===== src/rtl/mem_arbiter_pkg.sv =====
// Shared definitions for the byte-wide memory arbiter.
//   - access width codes used by the load/store buffer
//   - arbiter state encoding and requester identity
//   - IO window base/mask and a width-to-byte-count helper
package mem_arbiter_pkg;

    localparam logic [1:0] MEM_W_BYTE = 2'd0;
    localparam logic [1:0] MEM_W_HALF = 2'd1;
    localparam logic [1:0] MEM_W_WORD = 2'd2;

    localparam int MEM_STATE_WIDTH = 2;

    typedef enum logic [MEM_STATE_WIDTH-1:0] {
        ST_IDLE  = 2'd0,
        ST_READ  = 2'd1,
        ST_WRITE = 2'd2
    } mem_state_e;

    typedef enum logic {
        OWN_IF = 1'b0,
        OWN_LS = 1'b1
    } owner_e;

    // IO lives wherever addr[17:16] == 2'b11.
    localparam logic [31:0] IO_BASE_DEFAULT = 32'h0003_0000;
    localparam logic [31:0] IO_MASK         = 32'h0003_0000;

    function automatic logic [2:0] width_bytes(input logic [1:0] w);
        case (w)
            MEM_W_BYTE: width_bytes = 3'd1;
            MEM_W_HALF: width_bytes = 3'd2;
            MEM_W_WORD: width_bytes = 3'd4;
            default:    width_bytes = 3'd4;
        endcase
    endfunction

endpackage


===== src/rtl/mem_arbiter.sv =====
// Byte-wide RAM/IO port owner. Arbitrates between instruction fetch (word
// reads) and the load/store buffer (byte/half/word reads and writes), runs
// each access as consecutive single-byte RAM cycles, assembles/splits
// little-endian data and pulses a one-cycle ready to the owner.
//
// Ports:
//   clk_in, rst_in (async, active low), rdy_in (global enable), flush
//   if_en/if_addr -> if_rdy/if_data           fetch requester
//   ls_en/ls_wr/ls_width/ls_addr/ls_wdata -> ls_rdy/ls_rdata   LSB
//   mem_din, mem_dout, mem_a, mem_wr          byte RAM port (1-cycle read)
//   io_buffer_full                            stalls writes into IO space
module mem_arbiter
    import mem_arbiter_pkg::*;
#(
    parameter logic [31:0] IO_BASE = IO_BASE_DEFAULT
) (
    input  logic        clk_in,
    input  logic        rst_in,
    input  logic        rdy_in,
    input  logic        flush,
    input  logic        if_en,
    input  logic [31:0] if_addr,
    output logic        if_rdy,
    output logic [31:0] if_data,
    input  logic        ls_en,
    input  logic        ls_wr,
    input  logic [1:0]  ls_width,
    input  logic [31:0] ls_addr,
    input  logic [31:0] ls_wdata,
    output logic        ls_rdy,
    output logic [31:0] ls_rdata,
    input  logic [7:0]  mem_din,
    output logic [7:0]  mem_dout,
    output logic [31:0] mem_a,
    output logic        mem_wr,
    input  logic        io_buffer_full
);

    mem_state_e  state, state_nxt;
    owner_e      last_grant, owner;
    logic [31:0] base;
    logic [31:0] wdata;
    logic [31:0] data;
    logic [2:0]  nbytes;
    logic [2:0]  cnt;

    logic        grant_if, grant_ls;
    logic [31:0] cur_addr;
    logic        stall;
    logic        rd_done, wr_done;
    logic [2:0]  cnt_m1;
    logic [31:0] data_nx;

    assign cur_addr = base + {29'd0, cnt};
    assign stall    = ((cur_addr & IO_MASK) == (IO_BASE & IO_MASK)) && io_buffer_full;
    // A read needs N+1 cycles: the last byte arrives one cycle after its address.
    assign rd_done  = (state == ST_READ) && !flush && (cnt == nbytes);
    assign wr_done  = (state == ST_WRITE) && !stall && (cnt == nbytes - 3'd1);
    // mem_din now holds the byte addressed last cycle, i.e. byte cnt-1.
    assign cnt_m1   = cnt - 3'd1;
    assign data_nx  = data | ({24'd0, mem_din} << {cnt_m1, 3'b000});

    // State register
    always_ff @(posedge clk_in or negedge rst_in) begin
        if (!rst_in)
            state <= ST_IDLE;
        else if (rdy_in)
            state <= state_nxt;
    end

    // Next state and grant decision
    always_comb begin
        grant_if  = 1'b0;
        grant_ls  = 1'b0;
        state_nxt = state;
        case (state)
            ST_IDLE: begin
                // No grant while a ready pulse is out: the requester still
                // holds en this cycle and would otherwise be granted twice.
                if (!flush && !if_rdy && !ls_rdy) begin
                    if (if_en && ls_en) begin
                        if (last_grant == OWN_IF) grant_ls = 1'b1;
                        else                      grant_if = 1'b1;
                    end else if (if_en) begin
                        grant_if = 1'b1;
                    end else if (ls_en) begin
                        grant_ls = 1'b1;
                    end
                end
                if (grant_if)      state_nxt = ST_READ;
                else if (grant_ls) state_nxt = ls_wr ? ST_WRITE : ST_READ;
            end
            ST_READ:  if (flush || rd_done) state_nxt = ST_IDLE;
            ST_WRITE: if (wr_done) state_nxt = ST_IDLE;
            default:  state_nxt = ST_IDLE;
        endcase
    end

    // RAM port outputs
    always_comb begin
        mem_a    = 32'd0;
        mem_wr   = 1'b0;
        mem_dout = 8'd0;
        case (state)
            ST_READ: if (cnt < nbytes) mem_a = cur_addr;
            ST_WRITE: begin
                mem_a    = cur_addr;
                mem_wr   = rdy_in && !stall;
                mem_dout = wdata[{cnt[1:0], 3'b000} +: 8];
            end
            default: ;
        endcase
    end

    // Request latch, byte counter, data assembly and ready pulses
    always_ff @(posedge clk_in or negedge rst_in) begin
        if (!rst_in) begin
            last_grant <= OWN_IF;
            owner      <= OWN_IF;
            base       <= 32'd0;
            wdata      <= 32'd0;
            data       <= 32'd0;
            nbytes     <= 3'd0;
            cnt        <= 3'd0;
            if_rdy     <= 1'b0;
            if_data    <= 32'd0;
            ls_rdy     <= 1'b0;
            ls_rdata   <= 32'd0;
        end else if (rdy_in) begin
            if_rdy <= 1'b0;
            ls_rdy <= 1'b0;
            if (grant_if || grant_ls) begin
                base       <= grant_if ? if_addr : ls_addr;
                nbytes     <= grant_if ? 3'd4 : width_bytes(ls_width);
                wdata      <= ls_wdata;
                owner      <= grant_if ? OWN_IF : OWN_LS;
                last_grant <= grant_if ? OWN_IF : OWN_LS;
                cnt        <= 3'd0;
                data       <= 32'd0;
            end
            // A flush drops an in-flight read; a store always runs to completion.
            if (state == ST_READ && !flush) begin
                cnt <= cnt + 3'd1;
                if (cnt != 3'd0) data <= data_nx;
                if (rd_done) begin
                    if (owner == OWN_IF) begin
                        if_rdy  <= 1'b1;
                        if_data <= data_nx;
                    end else begin
                        ls_rdy   <= 1'b1;
                        ls_rdata <= data_nx;
                    end
                end
            end
            if (state == ST_WRITE && !stall) begin
                cnt <= cnt + 3'd1;
                if (wr_done) ls_rdy <= 1'b1;
            end
        end
    end

endmodule


===== config.mk =====
export PLATFORM = sky130hd
export DESIGN_NAME = mem_arbiter
export DESIGN_NICKNAME = d
export VERILOG_FILES = /design/src/rtl/mem_arbiter_pkg.sv /design/src/rtl/mem_arbiter.sv
export SDC_FILE = /design/constraint.sdc
export NUM_CORES = 1
export LEC_CHECK = 0
export CORE_ASPECT_RATIO = 0.6
export CORE_MARGIN = 8
export CORE_UTILIZATION = 49
export DETAILED_ROUTE_END_ITERATION = 12
export GPL_TIMING_DRIVEN = 0
export PLACE_DENSITY = 0.81
export SYNTH_ARGS = -nofsm -noshare
export SYNTH_HDL_FRONTEND = slang
export SYNTH_SLANG_ARGS = --single-unit

===== constraint.sdc =====
create_clock -name clk_in -period 3.8 [get_ports clk_in]
set_input_delay 1.14 -clock clk_in [delete_from_list [all_inputs] [get_ports clk_in]]
set_output_delay 1.14 -clock clk_in [all_outputs]
set_load 0.01 [all_outputs]

# Word level (Yosys, flattened, before mapping)
# Cells that the tools add are included.
dict set report totals {
  ff_bits 171
  latchBits 0
  mem_bits_rw 0
  mem_bits_ro 0
  input_bits 114
  output_inout_bits 107
  wordCells 92
  n_memories 0
}
dict set report op_classes {
  add_sub_neg 4
  n_mul 0
  div 0
  magnitude_cmp 1
  eq_ne 9
  shift 2
  n_mux 39
  bitwise 2
  n_reduce_logical 24
}
# op count
set op_table {}
lappend op_table {{$mux W32} 5}
lappend op_table {{$pmux W32 S2} 1}
lappend op_table {{$add A32 B3 Y32} 1}
lappend op_table {{$or A32 B32 Y32} 1}
lappend op_table {{$shiftx A32 B6 Y8} 1}
lappend op_table {{$shl A8 B6 Y32} 1}
lappend op_table {{$mux W1} 21}
lappend op_table {{$mux W3} 4}
lappend op_table {{$reduce_and A4 Y1} 3}
lappend op_table {{$mux W2} 5}
lappend op_table {{$logic_and A1 B1 Y1} 9}
lappend op_table {{$mux W8} 1}
lappend op_table {{$eq A3 B3 Y1} 2}
lappend op_table {{$pmux W2 S3} 1}
lappend op_table {{$pmux W3 S2} 1}
lappend op_table {{$reduce_bool A3 Y1} 2}
lappend op_table {{$sub A3 B1 Y3 const B} 2}
lappend op_table {{$eq A2 B1 Y1 const B} 2}
lappend op_table {{$eq A2 B2 Y1 const B} 2}
lappend op_table {{$logic_not A1 Y1} 4}
lappend op_table {{$logic_not A2 Y1} 2}
lappend op_table {{$reduce_and A2 Y1} 2}
lappend op_table {{$add A3 B1 Y3 const B} 1}
lappend op_table {{$lt A3 B3 Y1} 1}
lappend op_table {{other kinds (5)} 6}

# Longest topological paths before layout
dict set report logic_depth {
  ltp_word 10
  mapped_depth 10
  ltp_nobuf 8
}

# Least setup slack after synthesis
# Ideal clock, no wire load.
dict set report synth_path {
  kind {register to output}
  from {register cnt[0]}
  to {output port mem_wr}
  arrival_ns 2.201
  required_time_ns 2.660
  slack_ns 0.459
  path_stages_with_launch 8
  path_buffers 0
  path_cell_list {dfrtp_1 > ha_1 > fa_1 > a21oi_1 > nor4_4 > and4b_1 > o22a_2 > nor3_1}
}
dict set report synth_between {
  elab_chain_cells 6
}
# element line
set synth_rtl {}
lappend synth_rtl {{start: declaration} mem_arbiter.sv:45} ;# logic [2:0] cnt;
lappend synth_rtl {{start signal: assignment} mem_arbiter.sv:143} ;# cnt <= cnt + 3'd1;
lappend synth_rtl {{start signal: assignment} mem_arbiter.sv:156} ;# cnt <= cnt + 3'd1;
lappend synth_rtl {{$add A32 B3 Y32} mem_arbiter.sv:54} ;# assign cur_addr = base + {29'd0, cnt};
lappend synth_rtl {{$eq A2 B2 Y1} mem_arbiter.sv:55} ;# assign stall = ((cur_addr & IO_MASK) == (IO_BASE & IO_MASK)) && io_buffer_full;
lappend synth_rtl {{$logic_and A1 B1 Y1} mem_arbiter.sv:55}
lappend synth_rtl {{$logic_not A1 Y1} mem_arbiter.sv:108} ;# mem_wr = rdy_in && !stall;
lappend synth_rtl {{$logic_and A1 B1 Y1} mem_arbiter.sv:108}
lappend synth_rtl {{$mux W1} mem_arbiter.sv:104} ;# case (state)
lappend synth_rtl {{end: declaration} mem_arbiter.sv:35} ;# output logic mem_wr,
# No other way between the ends.

# Final worst setup path
# Ends and elaborated chain as after synthesis.

==> impl_metrics.ini <==
[critical_path]
startpoint_type = flip-flop
timing.setup.critical_path_class = flip-flop to primary output
worstSetupStartpoint = cnt[0]$_DFFE_PN0P_
timing.rr.start = cnt[1]$_DFFE_PN0P_
worst-path-max-fanout = 4
worstPathRequired_ps = 2660
critical_path_arrival_ps = 2610
critPathMaxStageDelay_ps = 430
rr_worst_depth = 10
endpoint_kind = primary output
cp-endpoint = mem_wr
crit_slowest_cell = dfrtp_2
cp_depth = 10
r2r-end = data[10]$_DFFE_PN0P_
ff_to_ff_setup_slack_ps = 760
cp_cell_sequence = ha_4, fa_2, a21oi_4, nor4_4, buf_4, buf_6, and4b_1, o22a_2, nor3_2, buf_2
critical_path_buf_inv_count = 3
worst_path_top_cell_family_by_delay = adder cells

[clock_tree]
cts.root.buffer_cell = clkbuf_16
cts_hold_buffers = 0
cts_tree = built
path_clk_slew_ps = 70
htreeDepth = 4
clock_path_buffers = 2
cts_inserted_buffers = 17
clk-insertion-delay-late_ps = 420
clock-sinks = 171

[grt]
wire_length_of_the_first_global_routing_pass_um = 39500
antenna_violations_before_repair = 0
grt_overflow = 0
maximum_number_of_pins_on_one_net_before_global_route_repair = 107
via_count_of_the_first_global_routing_pass = 7155
grtUsageTotal_pct = 23.9

[sta]
post-route-worst-setup-slack_ps = 50.7
finalHoldViolCount = 0
slew_headroom_pct = 39.3
period_minus_slack_ps = 3750
grt_setup_unrepaired = true
clock.fmax_mhz = 267
setup_tns_ps = 0
finalMaxSlewViolations = 0
tightest_slew_ps = 903
final.setup_skew_ps = 19.0
fin_worst_hold_slack_ps = 483
setup_viol = 0
period_utilisation_layout_pct = 98.7

[yosys]
syn-instance-count = 819
post_synth_instance_area_um2 = 8140
synth.yosys.seq_area_share_pct = 52.6
synth_enable_flop_cells = 0
synth-seq-cells = 171
netlist-cell-type-count = 52
synthArstFlopShare_pct = 100
yosys_warnings = 0
syn_avg_cell_area_um2 = 9.93
postSynth.topFlopCell = dfrtp_1
net_count_synth = 947

[floorplanning]
placementRows = 36
design.die.area_um2 = 21100
die_height_um = 116
initial_core_util_pct = 50.0
ioPinCount = 221
fp.dieW_um = 182
core_area_um2 = 16300

[final_layout]
most_frequent_cells_in_the_layout = clkdlybuf4s50_1, dfrtp_1, nor2_1
final_layout_size_suffix_gt1_share_pct = 13.0
postLayoutCoreUtil_pct = 69.8
syn_to_final_growth_pct = 39.4
diodes = 0
final_common_cell = clkdlybuf4s50_1
finish.net_count = 1191

[detailed_routing]
wl_met3_um = 2330
drt_drc = 0
drt_wl_total_um = 24900
avgRoutedWirePerCell_um = 19.1
drt_initial_violations = 598
num_vias = 7056
routed_length_on_met2_um = 10600
detail_route.wirelength.met1_um = 11900
top_signal_layer_used = met4
detail_route.first_pass.iterations = 6
detail-route-antenna-nets = 0
detail_route.vias_per_cell = 5.41

[outcome]
outcome = finished, final reports clean

[placement]
port-buffer-count = 212
routabilityCongestion = 0.866
placement.setup.worst_slack_ps = -491
dp.final_hpwl_um = 19000

[power_and_ir_drop]
maximum_resistive_drop_on_vdd_mv = 0.327
power_density_nw_per_um2 = 658
leakage_nw = 5.14

[min_path]
min_path_type = flip-flop to flip-flop

[flow_run]
max_cap_violations = 0
-- kinds of logic after synthesis --
| group | Yosys count | share of synthesized area [%] |
|---|---|---|
| multiplexers | 73 | 10.7 |
| AND/OR/NAND/NOR | 262 | 14.6 |
| XOR/XNOR | 29 | 3.12 |
| AO/OA/AOI/OAI | 201 | 13.3 |
| adder cells (fa/ha/maj) | 14 | 2.25 |
| flip-flops | 171 | 52.6 |
| buffers and inverters | 69 | 3.40 |
-- flip-flops by register name, summed over array words and instances, names as in the netlist --
register and count:
base 32, cnt 3, data 32, if_data 32, if_rdy 1, ls_rdata 32, ls_rdy 1, nbytes 3
owner 1, state 2, wdata 32
-- timing repair --
| action | CTS | global route |
|---|---|---|
| gates resized for setup | 67 | 11 |
| pin swaps | 8 | 4 |
| endpoints found under the setup margin | 40 | 30 |
| setup buffers | 15 | 1 |
-- routing by layer --
metal	GRT usage, %	up-vias
li1	-	3296
met1	33.9	3477
met2	34.7	269
met3	8.36	14
met4	4.95	0
met5	0	-
-- worst min path at each step --
stage	startpoint	to	slack [ps]	cells past startpoint
after floorplan	nbytes[1]$_DFFE_PN0P_	nbytes[1]$_DFFE_PN0P_	450	2
after global placement	ls_rdata[20]$_DFFE_PN0P_	ls_rdata[20]$_DFFE_PN0P_	460	2
after detailed placement	ls_rdata[21]$_DFFE_PN0P_	ls_rdata[21]$_DFFE_PN0P_	470	2
after CTS	ls_rdata[21]$_DFFE_PN0P_	ls_rdata[21]$_DFFE_PN0P_	490	2
after global routing	ls_rdata[29]$_DFFE_PN0P_	ls_rdata[29]$_DFFE_PN0P_	510	2
final	ls_rdata[29]$_DFFE_PN0P_	ls_rdata[29]$_DFFE_PN0P_	480	2
-- Yosys cell counts, types with 4 or more instances --
cell type	count	area share, %
a21oi_1	103	6.3
and2_1	10	0.77
and3_1	7	0.54
buf_1	10	0.46
buf_2	6	0.37
clkbuf_1	31	1.4
clkbuf_2	8	0.49
dfrtp_1	171	53
ha_1	13	2.0
inv_1	14	0.65
mux2_2	32	4.4
mux2i_1	33	4.1
mux4_2	8	2.2
nand2_1	90	4.2
nand3_1	8	0.49
nand4_1	5	0.38
nor2_1	104	4.8
nor2b_1	7	0.54
nor3_1	8	0.49
o21ai_0	76	4.7
or3_1	4	0.31
xnor2_1	14	1.5
xor2_1	15	1.6
-- where the power goes --
part           total, W  internal [W]  leakage [nW]  switching, W
Sequential      0.00295       0.00245          2.22      0.000504
Clock           0.00173      0.000895         0.282      0.000833
Combinational   0.00278       0.00143          2.64       0.00135
Total           0.00746       0.00477          5.14       0.00268
-- per-stage QoR --
step	total power (W)	cell area (um^2)	cells
6_report	0.00746	11300	1304
2_1_floorplan	0.00439	8140	819
5_1_grt	0.00793	11300	1304
4_1_cts	0.00745	11300	1303
3_5_place_dp	0.00566	10600	1260
3_3_place_gp	0.00554	10500	1259
-- worst reg2reg max path, delay by kind of cell (launching register included) --
family                   cells  cell delay (ps)
flip-flops                   1              450
adder cells (fa/ha/maj)      1              230
buffers and inverters        4             1400
XOR/XNOR                     1              250
AND/OR/NAND/NOR              3              510
AO/OA/AOI/OAI                1              130
-- layout make-up --
class	count	area, um^2
Sequential cell	171	4290
Clock buffer	18	439
Tap cell	228	285
Multi-Input combinational cell	579	3680
Inverter	14	52.6
Clock inverter	14	148
Fill cell	1310	4920
Buffer	52	230
Timing Repair Buffer	228	2230
Note: power is estimated with default switching activity, not from simulation.
